$ cat config.mk
export PLATFORM = sky130hd
export DESIGN_NAME = struct_field_serializer
export DESIGN_NICKNAME = d
export VERILOG_FILES = /design/src/rtl/struct_field_serializer.sv
export SDC_FILE = /design/constraint.sdc
export NUM_CORES = 1
export LEC_CHECK = 0
export ABC_AREA = 1
export CELL_PAD_IN_SITES_DETAIL_PLACEMENT = 0
export CELL_PAD_IN_SITES_GLOBAL_PLACEMENT = 2
export CORE_MARGIN = 8
export CORE_UTILIZATION = 38
export CTS_BUF_LIST = sky130_fd_sc_hd__clkbuf_4
export DETAILED_ROUTE_END_ITERATION = 10
export DONT_BUFFER_PORTS = 1
export GPL_TIMING_DRIVEN = 1
export PLACE_DENSITY = 0.78
export RECOVER_POWER = 50
export SLEW_MARGIN = 20
export SYNTH_ARGS = -nofsm -noshare
export SYNTH_HDL_FRONTEND = slang
export SYNTH_SLANG_ARGS = --single-unit
$ cat constraint.sdc
create_clock -name clk -period 1.6 [get_ports clk]
set_input_delay 0.32 -clock clk [delete_from_list [all_inputs] [get_ports clk]]
set_output_delay 0.32 -clock clk [all_outputs]
set_load 0.01 [all_outputs]
$ cat src/rtl/struct_field_serializer.sv
// struct_field_serializer
//   Accepts one packed struct (NUM_FIELDS fields of FIELD_W bits) on a
//   valid/ready input and emits it one field per beat, first-declared field
//   (the MSB slice) first.
//
//   A new struct can be accepted in the same cycle that the last field of
//   the previous struct handshakes. This gives back-to-back operation with
//   no bubble. A running count of fully emitted structs is kept. The count
//   wraps silently.
//
// Ports
//   clk, rst_n    clock; asynchronous active-low reset
//   in_valid      in_struct is valid
//   in_ready      serializer can accept in_struct this cycle
//   in_struct     packed struct; field 0 occupies [W*N-1 -: W]
//   out_valid     out_data is valid
//   out_ready     downstream accepts the beat
//   out_data      current field value
//   out_idx       index of the current field
//   out_last      current beat carries field NUM_FIELDS-1
//   struct_count  number of structs whose last field handshook
module struct_field_serializer #(
  parameter int FIELD_W    = 32,
  parameter int NUM_FIELDS = 2,
  parameter int COUNT_W    = 16,
  localparam int IDX_W     = (NUM_FIELDS > 1) ? $clog2(NUM_FIELDS) : 1,
  localparam int STRUCT_W  = FIELD_W * NUM_FIELDS
) (
  input  logic                clk,
  input  logic                rst_n,
  input  logic                in_valid,
  output logic                in_ready,
  input  logic [STRUCT_W-1:0] in_struct,
  output logic                out_valid,
  input  logic                out_ready,
  output logic [FIELD_W-1:0]  out_data,
  output logic [IDX_W-1:0]    out_idx,
  output logic                out_last,
  output logic [COUNT_W-1:0]  struct_count
);

  typedef enum logic {IDLE, SEND} state_t;

  localparam logic [IDX_W-1:0] LAST_IDX = IDX_W'(NUM_FIELDS - 1);
  localparam logic             ONE_FLD  = (NUM_FIELDS == 1);

  state_t              state;
  // Held struct, shifted left by one field per beat. The field on the wire
  // is therefore always the top slice. Emptied lanes fill with zeros.
  logic [STRUCT_W-1:0] held;
  logic                fire_out;
  logic                accept;

  assign out_data = held[STRUCT_W-1 -: FIELD_W];
  assign fire_out = out_valid & out_ready;
  // in_ready depends only on state and out_ready. There is no path from in_valid.
  assign in_ready = (state == IDLE) | (fire_out & out_last);
  assign accept   = in_valid & in_ready;

  always_ff @(posedge clk or negedge rst_n) begin
    if (!rst_n) begin
      state        <= IDLE;
      held         <= '0;
      out_valid    <= 1'b0;
      out_idx      <= '0;
      out_last     <= 1'b0;
      struct_count <= '0;
    end else begin
      case (state)
        IDLE: begin
          if (accept) begin
            held      <= in_struct;
            out_idx   <= '0;
            out_last  <= ONE_FLD;
            out_valid <= 1'b1;
            state     <= SEND;
          end
        end
        SEND: begin
          if (fire_out) begin
            if (!out_last) begin
              held     <= held << FIELD_W;
              out_idx  <= out_idx + IDX_W'(1);
              out_last <= ((out_idx + IDX_W'(1)) == LAST_IDX);
            end else begin
              struct_count <= struct_count + COUNT_W'(1);
              if (accept) begin
                // Reload on the last beat keeps the stream gap-free.
                held     <= in_struct;
                out_idx  <= '0;
                out_last <= ONE_FLD;
              end else begin
                held      <= '0;
                out_idx   <= '0;
                out_last  <= 1'b0;
                out_valid <= 1'b0;
                state     <= IDLE;
              end
            end
          end
        end
        default: state <= IDLE;
      endcase
    end
  end

endmodule

After elaboration in Yosys (flattened, before gate mapping):

Index checks and enable logic that the tools add are counted.

* input port bits: 68
* register bits after elaboration: 83
* word-level logic and storage cells: 37
* output and inout port bits: 52

* reduce and logical (&&, ||, !) cells: 3
* muxes and demuxes: 18
* bitwise logic cells: 5
* $add $sub $neg: 2
* eq/ne operators: 4

Operators with widths (count)
* $mux 64: 4
* $pmux 64 s2: 1
* $add 16x1->16 const B: 1
* $mux 1: 10
* $ne 2x2->1 const B: 3
* $pmux 1 s2: 3
* $reduce_and 4->1: 1
* $and 1x1->1: 3
* $reduce_and 3->1: 1
* $ne 2x1->1 const B: 1
* $reduce_and 2->1: 1
* $add 1x1->1 const B: 1
* $not 1->1: 1
* $or 1x1->1: 1

Longest topological paths before layout:

Gate-level depths: netlist (run 1).

* depth after elaboration: 8
* gate-level depth with buffers: 8
* depth with buffers taken out: 8

Worst setup path after synthesis (run 1):

OpenSTA, ideal clock, no wires.

* path kind: flip-flop to flip-flop
* start: reg struct_count[3]
* end: reg struct_count[8]
* path buffers: 0
* arrival: 1153 ps
* stages on the path, launching flop included: 7
* period minus slack after synthesis: 1282 ps
* setup time: 128 ps
* slack: 318 ps
* required time: 1472 ps
* path through: dfrtp_1 -> nand2_2 -> nor2_1 -> nand2_1 -> nor2_4 -> nand2_2 -> xnor2_1

* cells in the longest elaborated chain, start to end: 1

RTL lines
* from (decl): line 39 `output logic [COUNT_W-1:0] struct_count`
* from (signal assigned): line 86 `struct_count <= struct_count + COUNT_W'(1);`
* $add 16x1->16: line 86

Every way passes these cells.
A chain may end at the register's enable or synchronous reset.

Final worst setup path (run 1):

* start: reg out_valid
* end: out in_ready

* cells in the longest elaborated chain, start to end: 3

RTL lines
* from (decl): line 34 `output logic out_valid,`
* from (signal assigned): line 64 `out_valid <= 1'b0;`
* from (signal assigned): line 75 `out_valid <= 1'b1;`
* from (signal assigned): line 96 `out_valid <= 1'b0;`
* $and 1x1->1: line 55 `assign fire_out = out_valid & out_ready;`
* $and 1x1->1: line 57 `assign in_ready = (state == IDLE) | (fire_out & out_last);`
* $or 1x1->1: line 57
* to (decl): line 32 `output logic in_ready,`

Every way passes these cells.

==> results of run 1 <==
-- flip-flops by register name, indices dropped and copies added (netlist names) --
name and count:
held 64, struct_count 16, out_last 1, out_valid 1
state 1
-- through the flow --
step	setup slack, ps	util (%)	total power [uW]	hold slack [ps]
floorplan	318	-	2240	24.4
global placement	218	38.1	2240	26.9
detailed placement	166	38.1	2250	26.9
CTS	13.0	45.1	3440	-474
global route	11.4	45.2	3540	-487
finish	115	45.2	3370	-425
-- layer usage --
metal / vias to the layer above / share of wire (%)
li1: 1463 / -
met1: 1369 / 45
met2: 82 / 46
met3: 11 / 7.8
met4: 0 / 1.6
met5: - / 0
-- power by group through the flow --
stage	clock (uW)	combinational, uW	sequential [uW]
floorplan	0	46.0	2190
global placement	0	52.3	2190
detailed placement	0	52.9	2190
CTS	1120	170	2150
global route	1190	190	2160
finish	1050	172	2150
-- synth_stat cells, types with 2 or more instances --
library cell / number / area share (%)
nor2_4: 3 / 0.87
xnor2_1: 3 / 0.67
a21oi_1: 2 / 0.26
nor2_1: 16 / 1.5
inv_1: 51 / 4.9
buf_2: 7 / 0.90
xor2_1: 5 / 1.1
nand4_1: 4 / 0.64
buf_6: 3 / 0.87
o211ai_1: 31 / 6.0
o21ai_0: 38 / 4.9
buf_4: 34 / 6.6
clkbuf_1: 5 / 0.48
nand2_2: 3 / 0.48
dfrtp_1: 83 / 53
nand3_1: 7 / 0.90
nand2_1: 146 / 14
-- kinds of logic after synthesis --
| logic type | after synthesis | share of synthesized area, % |
|---|---|---|
| AOI/OAI and AO/OA | 73 | 11.6 |
| xor gates and xnor gates | 8 | 1.80 |
| buffers and inverters | 102 | 13.9 |
| and+or+nand+nor | 181 | 19.1 |
| DFF | 83 | 53.3 |
| adders and majority gates | 1 | 0.321 |
-- final cells by class --
class / count / area share [%]
multi-input cells: 263 / 28.3
inverters: 53 / 4.40
well taps: 136 / 3.71
clock inverters: 7 / 0.956
clock buffers: 9 / 1.48
repair buffers: 75 / 15.8
flip-flops and latches: 83 / 45.4
-- worst max-delay path by stage --
stage | start | to | cells past startpoint
5_1_grt | out_valid | in_ready | 4
4_1_cts | out_valid | in_ready | 4
3_3_place_gp | struct_count[8] | struct_count[15] | 7
3_5_place_dp | struct_count[8] | struct_count[15] | 7
2_1_floorplan | struct_count[3] | struct_count[8] | 6
6_report | out_valid | in_ready | 4
-- timing repair --
| item | CTS | global route |
|---|---|---|
| buffers inserted | 2 | 1 |
| endpoints found under the hold margin | 140 | 83 |
| pin swaps | 0 | 1 |
| setup endpoints to repair | 1 | 1 |
| gates resized for setup | 3 | 4 |
==> results.cfg, run 1 <==
[critical_path]
critical-path-top-delay-family = flip-flops
critPathLaunchType = flip-flop
worstPathArrival_ps = 1160
slowest_stage = dfrtp_1
worstRegToRegCells = 6
max_stage_delay_ps = 400
critPathMaxFanout = 2
endpoint_kind = output pin
worstReg2RegStart = state
crit_buf_inv = 1
path_cells = nand2_1, nand2_2, nand2_4, inv_4
critPathKind = reg -> out
r2r_end = struct_count[3]
cp.required_ps = 1280
ff2ff_setup_slack_ps = 160

[cells_and_area]
final_common_cell = nand2_1
seq_area_sq_um = 2080
nets = 554
fillers = 1026
design_area_sq_um = 4580
diodes = 0
area_growth_pct = 17.6
drive_gt1_share_pct = 8.98
final_cell_mix = nand2_1 (143), dfrtp_1 (82), dlygate4sd3_1 (57), inv_1 (50), o21ai_0 (38)
multi_input_area_sq_um = 1300
instances_no_fill = 626

[run]
drv_cap = 0

[die]
io-pin-count = 120
row_count = 37
start_util_pct = 38.4
coreArea_sq_um = 10100
dieArea_sq_um = 13700
die_y_um = 117
dieWidth_um = 117

[clock_tree]
numClockSinks = 83
clk_latency_ps = 420
cts_tree = yes
root_buffer = clkbuf_4
holdBufCountCts = 57
path_clk_slew_ps = 130
cts_buffer_depth = 2
cts_buffers = 9
cts_max_level = 3

[sta]
holdWs_ps = -425
slew_viol_final = 0
finalCritPeriodShare_pct = 92.8
min_period_ps = 1480
slew_headroom_pct = 75.7
finalSetupViolations = 0
fmax_mhz = 673
tightestPinTransition_ps = 365
rsz0062_at_grt = false
tns_ps = 0
skew_ps = 9.96
finalHoldViolCount = 83

[pwr]
ir_worst_vdd_mv = 0.300
p_seq_share_pct = 63.8
p_int_uw = 2560
leakage_uw = 0.00209
pwr-share-comb_pct = 5.1
p_sw_uw = 808
switching_share_pct = 24.0
clock_power_share_pct = 31.1
p_per_area_nw_per_um2 = 736

[detailed_routing]
wirelength_um = 9710
first_iter_violations = 118
wl_per_cell_um = 15.5
first_pass_iters = 4
antenna_left = 0
drc = 0
drt-vias-per-instance = 4.67
vias = 2925

[grt]
gr-usage-met1_pct = 18.1
overflow = 0
track_usage_pct = 14.8
grt_util_met2_pct = 23.4
grt_pass1_wl_um = 15400
grt_busiest_layer = met2
antenna_found_initial = 0
grt_use_met3_pct = 4.52
grt_max_degree = 84
grt_pass1_vias = 2966

[status]
violations = negative hold slack
outcome = complete, but fails checks

[logic_synthesis]
synth_edf_count = 0
yosys_warnings = 0
ys.flop_type = dfrtp_1
syn_area_sq_um = 3890
synth-async-reset-ratio_pct = 100
synthCells = 448
ys_ff_latch = 83
yosysSeqAreaShare_pct = 53.3
yosysUniqueCellTypes = 24
syn_avg_cell_area_sq_um = 8.69
synth_nets = 517

[min_path]
hold_path.class = in -> async

[placement]
dp_hpwl_um = 6610
portBuffers = 0
dp.cells = 550
gp_congestion = 0.757
placed_area_sq_um = 3870
No activity file was read; power rests on OpenSTA's default activity.
==> run 2: changes to the inputs <==
--- a/config.mk
+++ b/config.mk
@@ -6,6 +6,7 @@
 export NUM_CORES = 1
 export LEC_CHECK = 0
 export ABC_AREA = 1
+export CAP_MARGIN = 20
 export CELL_PAD_IN_SITES_DETAIL_PLACEMENT = 0
 export CELL_PAD_IN_SITES_GLOBAL_PLACEMENT = 2
 export CORE_MARGIN = 8
@@ -14,7 +15,7 @@
 export DETAILED_ROUTE_END_ITERATION = 10
 export DONT_BUFFER_PORTS = 1
 export GPL_TIMING_DRIVEN = 1
-export PLACE_DENSITY = 0.78
+export PLACE_DENSITY_LB_ADDON = 0.1
 export RECOVER_POWER = 50
 export SLEW_MARGIN = 20
 export SYNTH_ARGS = -nofsm -noshare
==> run 2 against run 1 <==
The flow still finishes with violations (negative hold slack). Die area unchanged. Sequential power about the same. Clock skew increased by 2.2 ps. Hold slack got worse by 8.9 ps. Clock power increased by 32%. Critical path type unchanged.
==> results.cfg, run 2 (synthesis results as in run 1) <==
[clock_tree]
holdBufCountCts = 59
cts_buffers = 9
numClockSinks = 83
cts_tree = yes
cts_buffer_depth = 2
root_buffer = clkbuf_4
cts_max_level = 3
clk_latency_ps = 430
path_clk_slew_ps = 130

[critical_path]
slowest_stage = dfrtp_1
worstRegToRegCells = 9
crit_buf_inv = 1
endpoint_kind = output pin
critPathLaunchType = flip-flop
r2r_end = struct_count[9]
cp_common_cell = nand2_2
ff2ff_setup_slack_ps = 160
path_cells = nand2_1, nand2_2, nand2_2, inv_2
critical-path-top-delay-family = flip-flops
max_stage_delay_ps = 410
cp.required_ps = 1280
worstReg2RegStart = state
critPathMaxFanout = 2
critPathKind = reg -> out
worstPathArrival_ps = 1180

[die]
io-pin-count = 120
row_count = 37
die_y_um = 117
start_util_pct = 38.4
coreArea_sq_um = 10100
dieArea_sq_um = 13700
dieWidth_um = 117

[detailed_routing]
drc = 0
wirelength_um = 10100
antenna_left = 0
wl_per_cell_um = 15.9
vias = 2946
drt-vias-per-instance = 4.65
first_iter_violations = 164
first_pass_iters = 4

[sta]
fmax_mhz = 668
fin_ws_ps = 102
finalSetupViolations = 0
rsz0062_at_grt = true
holdWs_ps = -434
finalCritPeriodShare_pct = 93.6
slew_viol_final = 0
min_period_ps = 1500
slew_headroom_pct = 80.7
skew_ps = 12.2
finalHoldViolCount = 83
tightestPinTransition_ps = 289

[grt]
overflow = 0
grt_pass1_wl_um = 15900
gr-usage-met1_pct = 18.2
grt_busiest_layer = met2
grt_use_met3_pct = 5.49
grt_pass1_vias = 3122
grt_max_degree = 84
track_usage_pct = 15.2
antenna_found_initial = 1
grt_util_met2_pct = 24.4

[cells_and_area]
fin_util_pct = 46.3
largest_register_ffs = 64
final_cell_mix = nand2_1 (144), dfrtp_1 (82), dlygate4sd3_1 (59), inv_1 (50), o21ai_0 (38)
fillers = 997
drive_gt1_share_pct = 10.1
instances_no_fill = 633
area_growth_pct = 20.5
final_common_cell = nand2_1
regMostFlops = held
nets = 560
design_area_sq_um = 4690
top_regs = held x64, struct_count x16

[pwr]
p_seq_share_pct = 57.9
p_int_uw = 2880
power_uw = 3720
clock_power_share_pct = 37.3
p_per_area_nw_per_um2 = 793
pwr-share-comb_pct = 4.8
switching_share_pct = 22.5
p_sw_uw = 835
leakage_uw = 0.00215
ir_worst_vdd_mv = 0.309

[placement]
gp_congestion = 0.745
dp_hpwl_um = 6830
placed_area_sq_um = 3900
post-place-ws_ps = 140
dp.cells = 553
portBuffers = 0

[run]
drv_cap = 0

[min_path]
hold_path.class = in -> async

[status]
violations = negative hold slack
outcome = complete, but fails checks
run 2: worst max-delay path by stage:
stage          depth (start not counted)  slack [ps]               end       startpoint
6_report                               4         100          in_ready        out_valid
5_1_grt                                8          -2  struct_count[10]            state
4_1_cts                                4           3          in_ready        out_valid
3_5_place_dp                           6         140          held[38]            state
3_3_place_gp                           6         190          held[42]            state
2_1_floorplan                          6         320   struct_count[8]  struct_count[3]
run 2: final cells by class:
type / instances / area, sq um / area share (%)
timing repair buffer: 81 / 793 / 16.9
tap: 136 / 170 / 3.63
antenna: 1 / 2.50 / 0.0533
clock buffer: 9 / 67.6 / 1.44
clock inverter: 7 / 92.6 / 1.97
sequential: 83 / 2080 / 44.3
multi-input combinational: 263 / 1290 / 27.5
inverter: 53 / 199 / 4.24
run 2: worst register-to-register path, cell delays in order (launching register included):
cell and delay, ps:
dfrtp_2 410, buf_4 120, nand2_1 40, nor2_1 180, buf_4 200, nand3_4 90
nor2_4 120, nand3_1 70, nand2_1 60, nand2_1 50
run 2: power groups by stage:
| stage | clock, uW | combinational, uW | sequential [uW] |
|---|---|---|---|
| 2_1_floorplan | 0 | 46.0 | 2190 |
| 3_3_place_gp | 0 | 53.9 | 2190 |
| 3_5_place_dp | 0 | 54.9 | 2190 |
| 4_1_cts | 1460 | 177 | 2150 |
| 5_1_grt | 1530 | 195 | 2160 |
| 6_report | 1390 | 178 | 2150 |
run 2: per-layer routing:
metal  part of all wire [%]  vias up
met4                   0.94        0
met3                    8.4        7
met2                     46       80
met1                     44     1389
li1                       -     1470
met5                      0        -
run 2: timing repair:
item                                    in CTS  in global routing
pin swaps                                    0                  1
endpoints found under the setup margin       1                  1
gates resized for setup                      3                  1
setup buffers                                2                  2
hold endpoints to repair                   143                 83
run 2: per-stage QoR:
step                      hold WS (ps)  TNS, ps
after floorplan                   24.4        0
after CTS                         -480        0
after global routing              -483    -2.36
after detailed placement          27.0        0
after global placement            27.1        0
final                             -434        0
